`src/rtl/bit_serial_subtractor.sv`:
```
// Bit-serial subtractor: computes a - b - borrow_in one bit per clock, LSB first.
// The result and final borrow are published together after WIDTH RUN cycles.
`timescale 1ns/1ps
module bit_serial_subtractor #(
    parameter int WIDTH = 4
) (
    input  logic             clk,
    input  logic             rst,
    input  logic             start,
    input  logic [WIDTH-1:0] a,
    input  logic [WIDTH-1:0] b,
    input  logic             borrow_in,
    output logic             busy,
    output logic             done,
    output logic [WIDTH-1:0] diff,
    output logic             borrow_out
);

    localparam int CW = (WIDTH > 1) ? $clog2(WIDTH) : 1;
    localparam logic [CW-1:0] LAST_BIT = CW'(WIDTH - 1);

    typedef enum logic [1:0] {
        IDLE = 2'd0,
        RUN  = 2'd1,
        DONE = 2'd2
    } state_t;

    state_t           state_r;
    state_t           state_s;
    logic [WIDTH-1:0] a_sh_r;
    logic [WIDTH-1:0] b_sh_r;
    logic [WIDTH-1:0] res_sh_r;
    logic             br_r;
    logic [CW-1:0]    cnt_r;

    logic             accept_s;
    logic             last_s;
    logic             d_s;
    logic             br_next_s;
    logic [WIDTH-1:0] res_next_s;

    // Next-state decode and one-bit full-subtractor cell
    always_comb begin
        state_s    = state_r;
        accept_s   = 1'b0;
        last_s     = (cnt_r == LAST_BIT);
        d_s        = a_sh_r[0] ^ b_sh_r[0] ^ br_r;
        br_next_s  = (~a_sh_r[0] & b_sh_r[0]) | (~(a_sh_r[0] ^ b_sh_r[0]) & br_r);
        res_next_s = WIDTH'({d_s, res_sh_r} >> 1);
        case (state_r)
            IDLE: begin
                if (start) begin
                    state_s  = RUN;
                    accept_s = 1'b1;
                end else begin
                    state_s  = IDLE;
                end
            end
            RUN: begin
                if (last_s) begin
                    state_s = DONE;
                end else begin
                    state_s = RUN;
                end
            end
            DONE: begin
                if (start) begin
                    state_s  = RUN;
                    accept_s = 1'b1;
                end else begin
                    state_s  = IDLE;
                end
            end
            default: begin
                state_s = IDLE;
            end
        endcase
    end

    // State register; busy/done are flopped from the next state so they never glitch
    always_ff @(posedge clk or posedge rst) begin
        if (rst) begin
            state_r <= IDLE;
            busy    <= 1'b0;
            done    <= 1'b0;
        end else begin
            state_r <= state_s;
            busy    <= (state_s == RUN);
            done    <= (state_s == DONE);
        end
    end

    // Operand capture, serial shifting and result publication
    always_ff @(posedge clk or posedge rst) begin
        if (rst) begin
            a_sh_r     <= {WIDTH{1'b0}};
            b_sh_r     <= {WIDTH{1'b0}};
            res_sh_r   <= {WIDTH{1'b0}};
            br_r       <= 1'b0;
            cnt_r      <= {CW{1'b0}};
            diff       <= {WIDTH{1'b0}};
            borrow_out <= 1'b0;
        end else if (accept_s) begin
            a_sh_r   <= a;
            b_sh_r   <= b;
            br_r     <= borrow_in;
            res_sh_r <= {WIDTH{1'b0}};
            cnt_r    <= {CW{1'b0}};
        end else if (state_r == RUN) begin
            a_sh_r   <= {1'b0, a_sh_r[WIDTH-1:1]};
            b_sh_r   <= {1'b0, b_sh_r[WIDTH-1:1]};
            br_r     <= br_next_s;
            res_sh_r <= res_next_s;
            if (last_s) begin
                // Only the completed word is ever exposed on diff
                cnt_r      <= {CW{1'b0}};
                diff       <= res_next_s;
                borrow_out <= br_next_s;
            end else begin
                cnt_r <= cnt_r + CW'(1);
            end
        end else begin
            cnt_r <= cnt_r;
        end
    end

endmodule
```
`config.mk`:
```
export PLATFORM = sky130hd
export DESIGN_NAME = bit_serial_subtractor
export DESIGN_NICKNAME = d
export VERILOG_FILES = /design/src/rtl/bit_serial_subtractor.sv
export SDC_FILE = /design/constraint.sdc
export NUM_CORES = 1
export LEC_CHECK = 0
export ABC_AREA = 1
export BUFFER_PORTS_ARGS = -buffer_cell sky130_fd_sc_hd__buf_2
export CAP_MARGIN = 15
export CELL_PAD_IN_SITES_DETAIL_PLACEMENT = 1
export CELL_PAD_IN_SITES_GLOBAL_PLACEMENT = 2
export CORE_ASPECT_RATIO = 1.25
export CORE_UTILIZATION = 37
export CTS_BUF_LIST = sky130_fd_sc_hd__clkbuf_4
export CTS_CLUSTER_DIAMETER = 80
export CTS_CLUSTER_SIZE = 8
export DETAILED_ROUTE_END_ITERATION = 6
export GPL_TIMING_DRIVEN = 1
export MAX_ROUTING_LAYER = met4
export PLACE_DENSITY = 0.94
export SYNTH_ARGS = -nofsm -noshare
export SYNTH_HDL_FRONTEND = slang
export SYNTH_SLANG_ARGS = --single-unit
```
`constraint.sdc`:
```
create_clock -name clk -period 2.1 [get_ports clk]
set_input_delay 0.105 -clock clk [delete_from_list [all_inputs] [get_ports clk]]
set_output_delay 0.105 -clock clk [all_outputs]
set_load 0.02 [all_outputs]
```
# Word-level counts from Yosys, hierarchy flattened
# Index checks and enable logic that the tools add are counted.
# op_classes
n_addsub	1
n_eq_ne	5
muxes	16
bitwise_logic	8
n_reduce_logical	4
# op_table
cell	count
$mux 4	6
$mux 2	4
$eq 2x2->1 const B	3
$mux 1	5
$eq 2x1->1 const B	2
$pmux 2 s2	1
$not 1->1	3
$reduce_and 3->1	1
$add 2x1->2 const B	1
$and 1x1->1	2
$logic_not 2->1	1
$reduce_bool 2->1	1
$reduce_or 2->1	1
$xor 1x1->1	2
$or 1x1->1	1
# totals
regBits	24
inputBits	12
output_inout_bits	7
elab_cells	44

# Logic depth before layout (Yosys ltp)
# logic_depth
depth_word	6
mapped_depth	7

# Least setup slack after synthesis
# Ideal clock, no wire load.
# synth_timing
kind	reg2reg
from	register a_sh_r[0]
to	register br_r
setup_ns	0.065
arrival_ns	1.036
t_required_ns	2.035
setup_slack_ns	1.000
path_stages_with_launch	7
path_buffers	0
path_cell_list	dfrtp_1 -> fa_1 -> inv_1 -> nand3_1 -> nand2_1 -> inv_1 -> nand2_1
# synth_via
elab_chain_len	6
# synth_rtl
item	line	source
start: declaration	30	logic [WIDTH-1:0] a_sh_r;
start signal: assignment	96	a_sh_r <= {WIDTH{1'b0}};
start signal: assignment	110	a_sh_r <= {1'b0, a_sh_r[WIDTH-1:1]};
$xor 1x1->1	48	br_next_s = (~a_sh_r[0] & b_sh_r[0]) | (~(a_sh_r[0] ^ b_sh_r[0]) & br_r);
$not 1->1	48	
$and 1x1->1	48	
$or 1x1->1 (*)	48	
$mux 1 (*)	109	end else if (state_r == RUN) begin
$mux 1 (*)	103	end else if (accept_s) begin
end signal: assignment	106	br_r <= borrow_in;
end signal: assignment	112	br_r <= br_next_s;
end: declaration	33	logic br_r;
# Mark *: on every way between the ends. The rest lies on a longest branch, timed or not. The select of a mux whose other input is x is not followed.
# A chain may end at the register's enable or synchronous reset.

# Worst setup path in the final report
# layout_timing
from	register state_r[0]
to	register diff[0]
# layout_via
elab_chain_len	5
# layout_rtl
item	line	source
start: declaration	28	state_t state_r;
start signal: assignment	87	state_r <= state_s;
$eq 2x2->1 / $logic_not 2->1 (equally long branches)	50	case (state_r)
$reduce_or 2->1 (no source line)	--	
$mux 1	--	
$not 1->1 (no source line)	--	
$reduce_and 3->1 (no source line) (*)	--	
end signal: assignment	101	diff <= {WIDTH{1'b0}};
end signal: assignment	117	diff <= res_next_s;
end: declaration	15	output logic [WIDTH-1:0] diff,
# Mark *: on every way between the ends. The rest lies on a longest branch, timed or not.

==> reports/qor.csv <==
metric,value,unit
status,"complete, no violations",
P per Cell Area,1454,mW/mm^2
DR pass1 iterations,4,
number of global-route vias before repair,902,
share of cells above drive strength 1,0.2014,
GRT overflow,0,
CP Launch Type,flop,
Total Routed Length,2204,um
reg2reg end,diff[0],
final non-filler cell total,178,
Die Height,63.03,um
TritonCTS Sinks,23,
internal reg-to-reg setup slack,790,ps
crit share post-route,0.6230,
worst reg2reg path depth,5,
Crit. Startpoint,state_r[0],
Die Wd,50.82,um
Mapped Area,0.001102,sq mm
Rows,21,
Area Overhead vs Synth,13.39,%
drt first-iter violations,10,
setup ws final,791.6,ps
"CTS clk-pin slew, worst paths",130,ps
port bufs,18,
CTS buffer count,3,
FMAX,764.3,MHz
Post-CTS Setup Inserts,0,
final core occ,0.4531,
first-pass GRT wire length,4057,um
placed insts,171,
Peak VDD IR,0.5598,mV
Critical Path Sink Type,flop,
worst path required time,2320,ps
CTS tree,built,
pin slew with the least headroom to its limit,894.8,ps
Layout Skew,1.953,ps
Post-Syn Area per Cell,8.962,sq um
"antenna viol nets, final",0,
Final nets,159,
CTS Root Cell,clkbuf_4,
worst reg2reg path startpoint,state_r[0],
max-slew violations,0,
critical path class,flop to flop,
I/O pins,19,
post-synth cell types,17,
post-route cell area,0.001250,sq mm
overall power,1.817,mW
antenna violations before repair,0,
synth warn,0,
die area,0.003203,sq mm
final setup violation count,0,
post-DR wirelength/cell,12.38,um
hold_ws,86.06,ps
DRC viols,0,
Gate Count Post-Synth,123,
pin count of the biggest net entering global routing,24,
#FFs+latches synth,23,
final hold viol count,0,
Starting Density,0.3995,
Hold Path Depth,5,
dpl ws,800.3,ps
most frequent cells in the layout,"nand2_1 (42), nand3_1 (28), dfrtp_1 (23)",
Placeable Area,0.002759,sq mm
Setup crit end,diff[0],
Slew headroom,0.4028,
clock buffer depth,2,
worst skew pair latency,310,ps
placed cell areas,0.001192,sq mm
dpl hpwl,1546,um
sequential fraction of the synthesis area,0.5221,
DR vias,863,
RSZ-0062 raised after global routing,no,
Leakage,0.6905,nW
max_cap viols,0,
antenna fix cells,0,
All-Layer GR Usage,0.1703,
total negative slack,0,ps
HP Class,input port to flop,
Worst Path Max Fanout,9,
Via density,4.848,
syn nets,137,
CTS H-Tree Depth,1,
Final Wtd Congestion,0.7054,
minimum clock period,1308,ps
"commonest non-fill, non-tap cell in the layout",nand2_1,
crit path DAT,1520,ps
[power breakdown]
part           internal, mW  switching [mW]
clock                0.0712           0.138
combinational         0.295           0.527
sequential            0.638           0.149
total                  1.00           0.813
[worst min-delay path by stage]
stage	start	endpoint	slack, ps
floorplan	rst	a_sh_r[0]	110
global route	a[1]	a_sh_r[1]	120
finish	a[2]	a_sh_r[2]	90
detailed placement	b[3]	b_sh_r[3]	320
global placement	b[3]	b_sh_r[3]	310
CTS	a[2]	a_sh_r[2]	80
[routing by layer]
metal  up-vias  global-route usage  routed length (um)
li1        432                   -                   -
met1       416              0.2138                1003
met2        13              0.2767                1135
met3         2             0.02190                  49
met4         0             0.06250                  16
met5         -                   -                   0
[registers in the layout, summed over array words and instances (netlist names)]
name	count
done	1
state_r	2
cnt_r	2
borrow_out	1
a_sh_r	4
busy	1
b_sh_r	4
diff	4
res_sh_r	3
br_r	1
[cell families after synthesis]
family / Yosys count / share of synthesized area
flops: 23 / 0.5221
simple gates: 77 / 0.3428
fa+ha+maj: 2 / 0.02951
buf+inv: 19 / 0.09648
compound gates: 2 / 0.009081
[final cells by class]
cell class	count	area [sq um]
Fill cell	343	1509
Sequential cell	23	575.6
Multi-Input combinational cell	81	420.4
Timing Repair Buffer	21	120.1
Inverter	15	63.81
Tap cell	34	42.54
Clock buffer	3	22.52
Clock inverter	1	5.005
[synth_stat cells]
cell type   n  share of area
dfrtp_1    23           0.52
ha_1        1          0.011
nand2_8     2          0.036
nor2_4      2          0.020
buf_2       1         0.0045
nor2_1      1         0.0034
nand2_2     1         0.0057
nand3b_1    1         0.0068
buf_8       1          0.014
fa_1        1          0.018
buf_6       2          0.020
inv_4       1         0.0057
inv_1      13          0.044
o21ai_1     2         0.0091
inv_6       1         0.0079
nand3_1    28           0.13
nand2_1    42           0.14
[repair_timing]
| item | in CTS | in global routing |
|---|---|---|
| endpoints found under the hold margin | 25 | 0 |
| resized for setup | 0 | 0 |
| hold buffers | 3 | 0 |
[critical path, stage by stage (launching register included)]
cell,delay (ps)
dfrtp_1,660
inv_6,120
nor2_4,180
nand2_2,110
nand2_1,80
nand2_1,60
Note: power is estimated with default switching activity, not from simulation.
